===== config.mk =====
export PLATFORM = sky130hd
export DESIGN_NAME = proc_control_pipe
export DESIGN_NICKNAME = d
export VERILOG_FILES = /design/src/rtl/proc_control_pipe.sv
export SDC_FILE = /design/constraint.sdc
export NUM_CORES = 1
export LEC_CHECK = 0
export ABC_CLOCK_PERIOD_IN_PS = 5100
export CORE_MARGIN = 1.5
export CORE_UTILIZATION = 30
export DETAILED_ROUTE_END_ITERATION = 10
export PLACE_DENSITY = 0.51
export SYNTH_ARGS = -nofsm -noshare
export SYNTH_HDL_FRONTEND = slang
export SYNTH_HIERARCHICAL = 1
export SYNTH_SLANG_ARGS = --single-unit

===== constraint.sdc =====
create_clock -name clk -period 5.1 [get_ports clk]
set_clock_uncertainty 0.2 [all_clocks]
set_input_delay 1.275 -clock clk [delete_from_list [all_inputs] [get_ports clk]]
set_output_delay 1.275 -clock clk [all_outputs]
set_load 0.1 [all_outputs]

===== src/rtl/proc_control_pipe.sv =====
// rtl/proc_control_pipe.sv - registered ID/EX control stage with halt drain/dump sequencer
module control (
    input  logic       clk,
    input  logic       rst,
    input  logic [4:0] opcode,
    input  logic [1:0] funct,
    output logic [1:0] RegDst,
    output logic [2:0] SESel,
    output logic       RegWrite,
    output logic       DMemWrite,
    output logic       DMemEn,
    output logic       ALUSrc2,
    output logic       PCSrc,
    output logic       PCImm,
    output logic       MemToReg,
    output logic       DMemDump,
    output logic       Jump,
    output logic       err
);
    // Purely combinational; the clock/reset pins are kept only for drop-in compatibility.
    logic unused_pins;
    assign unused_pins = clk ^ rst;

    always_comb begin
        RegDst    = 2'b00;
        SESel     = 3'b000;
        RegWrite  = 1'b0;
        DMemWrite = 1'b0;
        DMemEn    = 1'b0;
        ALUSrc2   = 1'b0;
        PCSrc     = 1'b0;
        PCImm     = 1'b0;
        MemToReg  = 1'b0;
        DMemDump  = 1'b0;
        Jump      = 1'b0;
        err       = 1'b0;
        casez (opcode)
            5'b00000: DMemDump = 1'b1;
            5'b00001: ;
            5'b0100?: begin RegWrite = 1'b1; RegDst = 2'b01; ALUSrc2 = 1'b1; SESel = 3'b001; end
            5'b0101?: begin RegWrite = 1'b1; RegDst = 2'b01; ALUSrc2 = 1'b1; end
            5'b101??: begin RegWrite = 1'b1; RegDst = 2'b01; ALUSrc2 = 1'b1; end
            5'b10000: begin DMemEn = 1'b1; DMemWrite = 1'b1; ALUSrc2 = 1'b1; SESel = 3'b001; end
            5'b10001: begin
                DMemEn = 1'b1; MemToReg = 1'b1; RegWrite = 1'b1;
                RegDst = 2'b01; ALUSrc2 = 1'b1; SESel = 3'b001;
            end
            5'b10011: begin
                DMemEn = 1'b1; DMemWrite = 1'b1; RegWrite = 1'b1;
                RegDst = 2'b10; ALUSrc2 = 1'b1; SESel = 3'b001;
            end
            // BTR reserves every funct except 00.
            5'b11001: begin
                if (funct == 2'b00) RegWrite = 1'b1;
                else err = 1'b1;
            end
            5'b1101?: RegWrite = 1'b1;
            5'b111??: RegWrite = 1'b1;
            5'b011??: begin PCSrc = 1'b1; SESel = 3'b011; end
            5'b11000: begin RegWrite = 1'b1; RegDst = 2'b10; ALUSrc2 = 1'b1; SESel = 3'b011; end
            5'b10010: begin RegWrite = 1'b1; RegDst = 2'b10; ALUSrc2 = 1'b1; SESel = 3'b010; end
            5'b00100: begin Jump = 1'b1; PCImm = 1'b1; SESel = 3'b100; end
            5'b00101: begin Jump = 1'b1; SESel = 3'b011; end
            5'b00110: begin Jump = 1'b1; PCImm = 1'b1; RegWrite = 1'b1; RegDst = 2'b11; SESel = 3'b100; end
            5'b00111: begin Jump = 1'b1; RegWrite = 1'b1; RegDst = 2'b11; SESel = 3'b011; end
            default:  err = 1'b1;
        endcase
    end
endmodule

module proc_control_pipe #(
    parameter int INSTR_W      = 16,
    parameter int DRAIN_CYCLES = 3
) (
    input  logic               clk,
    input  logic               rst,
    input  logic [INSTR_W-1:0] instruction,
    input  logic               instr_valid,
    input  logic               stall,
    input  logic               flush,
    output logic [1:0]         RegDst,
    output logic [2:0]         SESel,
    output logic               RegWrite,
    output logic               DMemWrite,
    output logic               DMemEn,
    output logic               ALUSrc2,
    output logic               PCSrc,
    output logic               PCImm,
    output logic               MemToReg,
    output logic               Jump,
    output logic               DMemDump,
    output logic               err,
    output logic               err_sticky,
    output logic               ctrl_valid,
    output logic               fetch_hold,
    output logic               halted
);
    typedef enum logic [1:0] {RUN, DRAIN, DUMP, HALTED} state_t;

    localparam logic [3:0] DRAIN_LOAD = 4'((DRAIN_CYCLES > 0) ? DRAIN_CYCLES - 1 : 0);

    state_t      state, nxt_state;
    logic [3:0]  cnt, nxt_cnt;
    logic [12:0] fields, nxt_fields, dec_fields;
    logic        nxt_err, nxt_valid, nxt_sticky;
    logic [1:0]  dec_regdst;
    logic [2:0]  dec_sesel;
    logic        dec_regwrite, dec_dmemwrite, dec_dmemen, dec_alusrc2;
    logic        dec_pcsrc, dec_pcimm, dec_memtoreg, dec_jump, dec_dump, dec_err;
    logic        unused_bits;

    assign unused_bits = ^instruction[INSTR_W-6:2];

    control u_control (
        .clk       (clk),
        .rst       (rst),
        .opcode    (instruction[INSTR_W-1:INSTR_W-5]),
        .funct     (instruction[1:0]),
        .RegDst    (dec_regdst),
        .SESel     (dec_sesel),
        .RegWrite  (dec_regwrite),
        .DMemWrite (dec_dmemwrite),
        .DMemEn    (dec_dmemen),
        .ALUSrc2   (dec_alusrc2),
        .PCSrc     (dec_pcsrc),
        .PCImm     (dec_pcimm),
        .MemToReg  (dec_memtoreg),
        .DMemDump  (dec_dump),
        .Jump      (dec_jump),
        .err       (dec_err)
    );

    // The decoder's DMemDump is deliberately not carried in the register; the sequencer owns the strobe.
    assign dec_fields = {dec_regdst, dec_sesel, dec_regwrite, dec_dmemwrite, dec_dmemen,
                         dec_alusrc2, dec_pcsrc, dec_pcimm, dec_memtoreg, dec_jump};
    assign {RegDst, SESel, RegWrite, DMemWrite, DMemEn, ALUSrc2, PCSrc, PCImm, MemToReg, Jump} = fields;

    always_comb begin
        nxt_state  = state;
        nxt_cnt    = cnt;
        nxt_fields = 13'd0;
        nxt_err    = 1'b0;
        nxt_valid  = 1'b0;
        nxt_sticky = err_sticky;
        if (state == DUMP) begin
            nxt_state = HALTED;
        end else if (state == HALTED) begin
            nxt_state = HALTED;
        end else if (flush) begin
            if (state == DRAIN) begin
                nxt_state = RUN;
                nxt_cnt   = 4'd0;
            end
        end else if (stall) begin
            nxt_fields = fields;
            nxt_err    = err;
            nxt_valid  = ctrl_valid;
        end else if (state == RUN && instr_valid) begin
            nxt_fields = dec_fields;
            nxt_valid  = 1'b1;
            nxt_err    = dec_err;
            nxt_sticky = err_sticky | dec_err;
            if (dec_dump) begin
                if (DRAIN_CYCLES > 0) begin
                    nxt_state = DRAIN;
                    nxt_cnt   = DRAIN_LOAD;
                end else begin
                    nxt_state = DUMP;
                end
            end
        end else if (state == DRAIN) begin
            if (cnt == 4'd0) nxt_state = DUMP;
            else             nxt_cnt   = cnt - 4'd1;
        end
    end

    always_ff @(posedge clk or posedge rst) begin
        if (rst) begin
            state      <= RUN;
            cnt        <= 4'd0;
            fields     <= 13'd0;
            err        <= 1'b0;
            ctrl_valid <= 1'b0;
            err_sticky <= 1'b0;
            DMemDump   <= 1'b0;
            fetch_hold <= 1'b0;
            halted     <= 1'b0;
        end else begin
            state      <= nxt_state;
            cnt        <= nxt_cnt;
            fields     <= nxt_fields;
            err        <= nxt_err;
            ctrl_valid <= nxt_valid;
            err_sticky <= nxt_sticky;
            DMemDump   <= (nxt_state == DUMP);
            fetch_hold <= (nxt_state != RUN);
            halted     <= (nxt_state == HALTED);
        end
    end
endmodule


* Yosys cells after proc, flatten, opt, wreduce, memory -nomap -nowiden *
Index checks and enable logic that the tools add are counted.

word-level totals
  register bits = 25
  input bits = 21
  output and inout port bits = 19
  word-level logic and storage cells = 108

cells by class
  add/sub/neg operators = 1
  equality and inequality tests = 27
  mux-type cells = 45
  bitwise operators = 5
  reductions and logical operators = 21

operators by type and width
  kind                                           number
  2-to-1 mux 13 bit                              5
  == test 5 bit, second input constant           6
  2-to-1 mux 4 bit                               7
  == test 5 x 3 -> 1 bit, second input constant  4
  2-to-1 mux 1 bit                               20
  2-to-1 mux 2 bit                               9
  OR reduction 17 bit                            1
  OR reduction 4 bit                             4
  case mux 3 bit (4 select lines)                1
  OR reduction 11 bit                            1
  == test 2 bit, second input constant           4
  == test 4 x 3 -> 1 bit, second input constant  2
  OR reduction 8 bit                             1
  AND reduction 7 bit                            1
  == test 3 bit, second input constant           2
  != test 3 bit, second input constant           2
  case mux 2 bit (3 select lines)                1
  OR reduction 2 bit                             3
  OR reduction 3 bit                             2
  == test 5 x 1 -> 1 bit, second input constant  1
  zero test 5 bit                                1
  AND reduction 5 bit                            1
  == test 4 bit, second input constant           1
  zero test 2 bit                                2
  other kinds (11)                               17

* Longest topological paths before layout *
  depth in word-level cells = 9
  depth in mapped cells = 6
  mapped depth without buffers = 5

* By module *
The synthesis kept the hierarchy.

by module, submodules not included
  module             instances  area each (um^2)  cells each
  proc_control_pipe  1          1118.6            87
  control            1          301.5             49

* Worst setup path before layout *
OpenSTA, ideal clock, no wires.

  path type = input-to-reg
  from = in instruction[13]
  to = reg cnt[2]
  path buffers = 1
  setup slack = 2.476 ns
  stages on the path = 6
  arrival time = 2.288 ns
  setup time = 0.136 ns
  cell sequence = buf_2 nor3_1 and2_1 nand3b_1 a211oi_1 a31oi_1

between the ends
  word-level cells in the longest chain between the ends = 4

RTL lines
  what                           line  source
  start, declared                77    input logic [INSTR_W-1:0] instruction,
  zero test 5 bit                37    casez (opcode)
  2-to-1 mux 1 bit               37
  named net dec_dump             109   logic dec_pcsrc, dec_pcimm, dec_memtoreg, dec_jump, dec_dump, dec_err;
  != test 3 bit (no line)        -
  AND reduction 7 bit (no line)  -
  end signal, assigned           190   cnt <= nxt_cnt;
  end, declared                  103   logic [3:0] cnt, nxt_cnt;

The timed path passes the listed nets, and every way through them passes these cells.
A chain may end at the register's enable or synchronous reset.

* Worst setup path after layout *
  from = reg fields[11]
  to = out RegDst[0]

RTL lines
  what                    line  source
  start, declared         104   logic [12:0] fields, nxt_fields, dec_fields;
  start signal, assigned  191   fields <= nxt_fields;
  end, declared           81    output logic [1:0] RegDst,

No word-level cell between the ends.

==> summary.md <==
| Metric | Value |
|---|---|
| Layout area overhead | `22.4%` |
| Comb power frac | `0.123` |
| Final setup violation count | `0` |
| Post-synthesis xor/xnor area fraction | `0.00617` |
| Final period util | `0.637` |
| Synth unique cells | `47` |
| Core area | `approximately 4400 um2` |
| Buf/Inv on CP | `1` |
| Synth Warn # | `6` |
| Final hold violation count | `0` |
| Max Cap Viol | `0` |
| Ratio of cells with drive above 1 in the final layout | `0.107` |
| Most common cell after layout, fill and taps aside | `clkdlybuf4s50_1` |
| Nets | `183` |
| Number of buffers created by CTS | `3` |
| Avg WL per Cell | `15.0 um` |
| Leak pwr | `between 0.0007 and 0.0008 uW` |
| Hold EP | `err_sticky` |
| Routed vias | `between 1000 and 1500` |
| Row cnt | `24` |
| Crit-path max FO | `2` |
| Number of global-route vias before repair | `roughly 1100` |
| Chip width | `71.8 um` |
| GRT Overall Usage | `0.131` |
| Htree depth | `1` |
| Post-synth EDFFs | `0` |
| Synth area leaders | `dfrtp_1, a22o_1, a22o_2` |
| Cell taking the most area after synthesis | `dfrtp_1` |
| Flops & latches, synth | `25` |
| Syn nets | `159` |
| Power share of the clock group | `0.326` |
| Required time of the critical path | `between 3 and 4 ns` |
| Asr flop ratio synth | `1.00` |
| Crit-path cells | `clkdlybuf4s50_1` |
| FF-to-FF End | `cnt[2]` |
| Clock slew at reported path FFs | `0.09 ns` |
| Initial DRT Pass Iterations | `6` |
| Hpwl dp | `between 2000 and 2500 um` |
| Max IR drop VDD | `between 100 and 150 uV` |
| Post-CTS Setup Inserts | `0` |
| Hold path depth | `1` |
| Slowest stage delay, CP | `1.14 ns` |
| Slew Viols, Final | `0` |
| RR Startpoint | `cnt[0]` |
| Syn_area_per_cell | `10.4 um2` |
| ANT nets after route | `0` |
| Mux cell area share after synthesis | `0.0141` |
| Total gr overflow | `0` |
| Pwr dens | `approximately 210 nW/um2` |
| TritonCTS clock tree | `done` |
| Synth top area share | `0.441` |
| Routed wire length | `between 3000 and 4000 um` |
| Slew HR | `0.348` |
| Cell Area, Synth | `roughly 1400 um2` |
| Crit Path Class | `reg2out` |
| Seq/Total Area, Yosys | `0.441` |
| Worst hold-check path type | `reg2reg` |
| Peak Freq | `between 0.3 and 0.4 GHz` |
| Root Buffer Master | `clkbuf_8` |
| Sw Share | `0.247` |
| Critical path's slowest cell | `clkdlybuf4s50_1` |
| Io pins | `40` |
| Largest net degree at the start of global routing | `26` |
| First-pass GRT wire length | `5420 um` |
| Internal power | `271 uW` |
| Hold slack | `0.273 ns` |
| Initial antenna violation count | `0` |
| Initial Util | `0.320` |
| Net Sw Power | `89.1 uW` |
| Die ar. | `5160 um2` |
| Startpoint Class | `flip-flop` |
| # diodes | `0` |
| Worst reg2reg setup slack | `3.32 ns` |
| Die H | `71.8 um` |
| Final GP Congestion | `0.789` |
| Main combinational cell family by area after synthesis | `compound AO/OA/AOI/OAI gates` |
| Worst setup EP type | `output port` |
| Status | `complete, no violations` |
| Area share of fa/ha/maj cells after synthesis | `0.0176` |
| Setup TNS | `0 ns` |
| Sequential group share of total power | `0.551` |
| HP Start | `err_sticky` |
| Clk_lat worst skew | `0.26 ns` |
| Clock Tree Buf Depth | `2` |
| CP arrival | `1.77 ns` |
| Count of port buffers added during placement | `30` |
| Hold buffers post-CTS | `0` |
| Post-cts gate resize count | `0` |
| Synth Area in Simple Gates | `0.196` |
| First DRT Iteration DRCs | `42` |
| Synth Instances | `roughly 140` |
| Least-Margin Pin Slew | `0.976 ns` |
| Compound-Gate Fraction of Synth Area | `0.233` |
| Num Clock Sinks | `25` |
| Highest-count cells in the layout ignoring fill and taps | `clkdlybuf4s50_1, dfrtp_1, a22o_1` |
| Vias/cell | `5.42` |
| FF-to-FF path depth | `5` |
| Residual DRC | `0` |
| CP top delay family | `buffers and inverters` |
| Post-route minimum period | `3.25 ns` |
| Primary FF master, synth | `dfrtp_1` |
| Unrepaired setup endpoints after global routing | `no` |
-- cell families after synthesis --
group,Yosys count
AO/OA/AOI/OAI,44
XOR/XNOR,1
adder cells (fa/ha/maj),2
buffers and inverters,20
flip-flops,25
multiplexers,2
AND/OR/NAND/NOR,42
-- how the worst max path moves through the flow --
| stage | to | slack, ns | from | cells past startpoint |
|---|---|---|---|---|
| finish | RegDst[0] | 1.85 | fields[11] | 1 |
| detailed placement | cnt[3] | 1.72 | instruction[13] | 6 |
| global route | RegDst[0] | 1.79 | fields[11] | 1 |
| CTS | SESel[1] | 1.84 | fields[9] | 1 |
| floorplan | cnt[2] | 2.48 | instruction[13] | 6 |
| global placement | cnt[2] | 1.75 | instruction[13] | 6 |
-- state kept, by name, summed over array words and instances (netlist names) --
| register | flops |
|---|---|
| halted | 1 |
| state | 2 |
| err_sticky | 1 |
| fields | 13 |
| ctrl_valid | 1 |
| DMemDump | 1 |
| fetch_hold | 1 |
| cnt | 4 |
| err | 1 |
-- cells in the mapped netlist (2+ instances only) --
| master | count |
|---|---|
| nor2_1 | 6 |
| nor4_1 | 3 |
| nor3b_1 | 2 |
| a41oi_1 | 2 |
| dfrtp_1 | 25 |
| nand2_1 | 4 |
| a22o_2 | 5 |
| buf_6 | 3 |
| nor3_1 | 4 |
| buf_2 | 5 |
| inv_1 | 8 |
| and2_1 | 2 |
| o32ai_1 | 2 |
| mux2i_1 | 2 |
| nor4b_1 | 2 |
| nand2b_1 | 3 |
| a31oi_1 | 5 |
| nor3_4 | 2 |
| a21oi_1 | 4 |
| ha_1 | 2 |
| a22o_1 | 9 |
| o21ai_0 | 6 |
| nor2b_1 | 5 |
| o21ai_1 | 2 |
-- cell type report --
type	instances	area (um2)
clock buffer	3	41.3
inverter	8	30.0
sequential	25	626
timing repair buffer	31	308
fill	468	2710
tap	52	65.1
multi-input combinational	91	663
clock inverter	1	5.00
-- power by group through the flow --
stage	combinational, uW	sequential (uW)	clock (uW)
final	44.2	199	118
after global routing	49.2	199	131
after CTS	44.7	199	123
after detailed placement	44.3	203	0
after global placement	43.3	203	0
after floorplan	28.1	203	0
-- per-layer routing --
| layer | vias to the layer above | GRT usage | share of wire |
|---|---|---|---|
| li1 | 552 | - | - |
| met1 | 566 | 0.188 | 0.51 |
| met2 | 24 | 0.204 | 0.46 |
| met3 | 2 | 0.0281 | 0.034 |
| met4 | 0 | 0.0252 | 0.0054 |
| met5 | - | 0 | 0 |
-- per-stage QoR --
stage	power, uW	util	setup WS [ns]	instance area (um2)	std cells
after CTS	367	0.391	1.84	1740	211
after detailed placement	247	0.381	1.72	1690	207
after floorplan	231	-	2.48	1420	136
after global routing	379	0.391	1.79	1740	211
after global placement	246	0.381	1.75	1690	207
final	361	0.391	1.85	1740	211
Power figures use the tool's default switching activity.
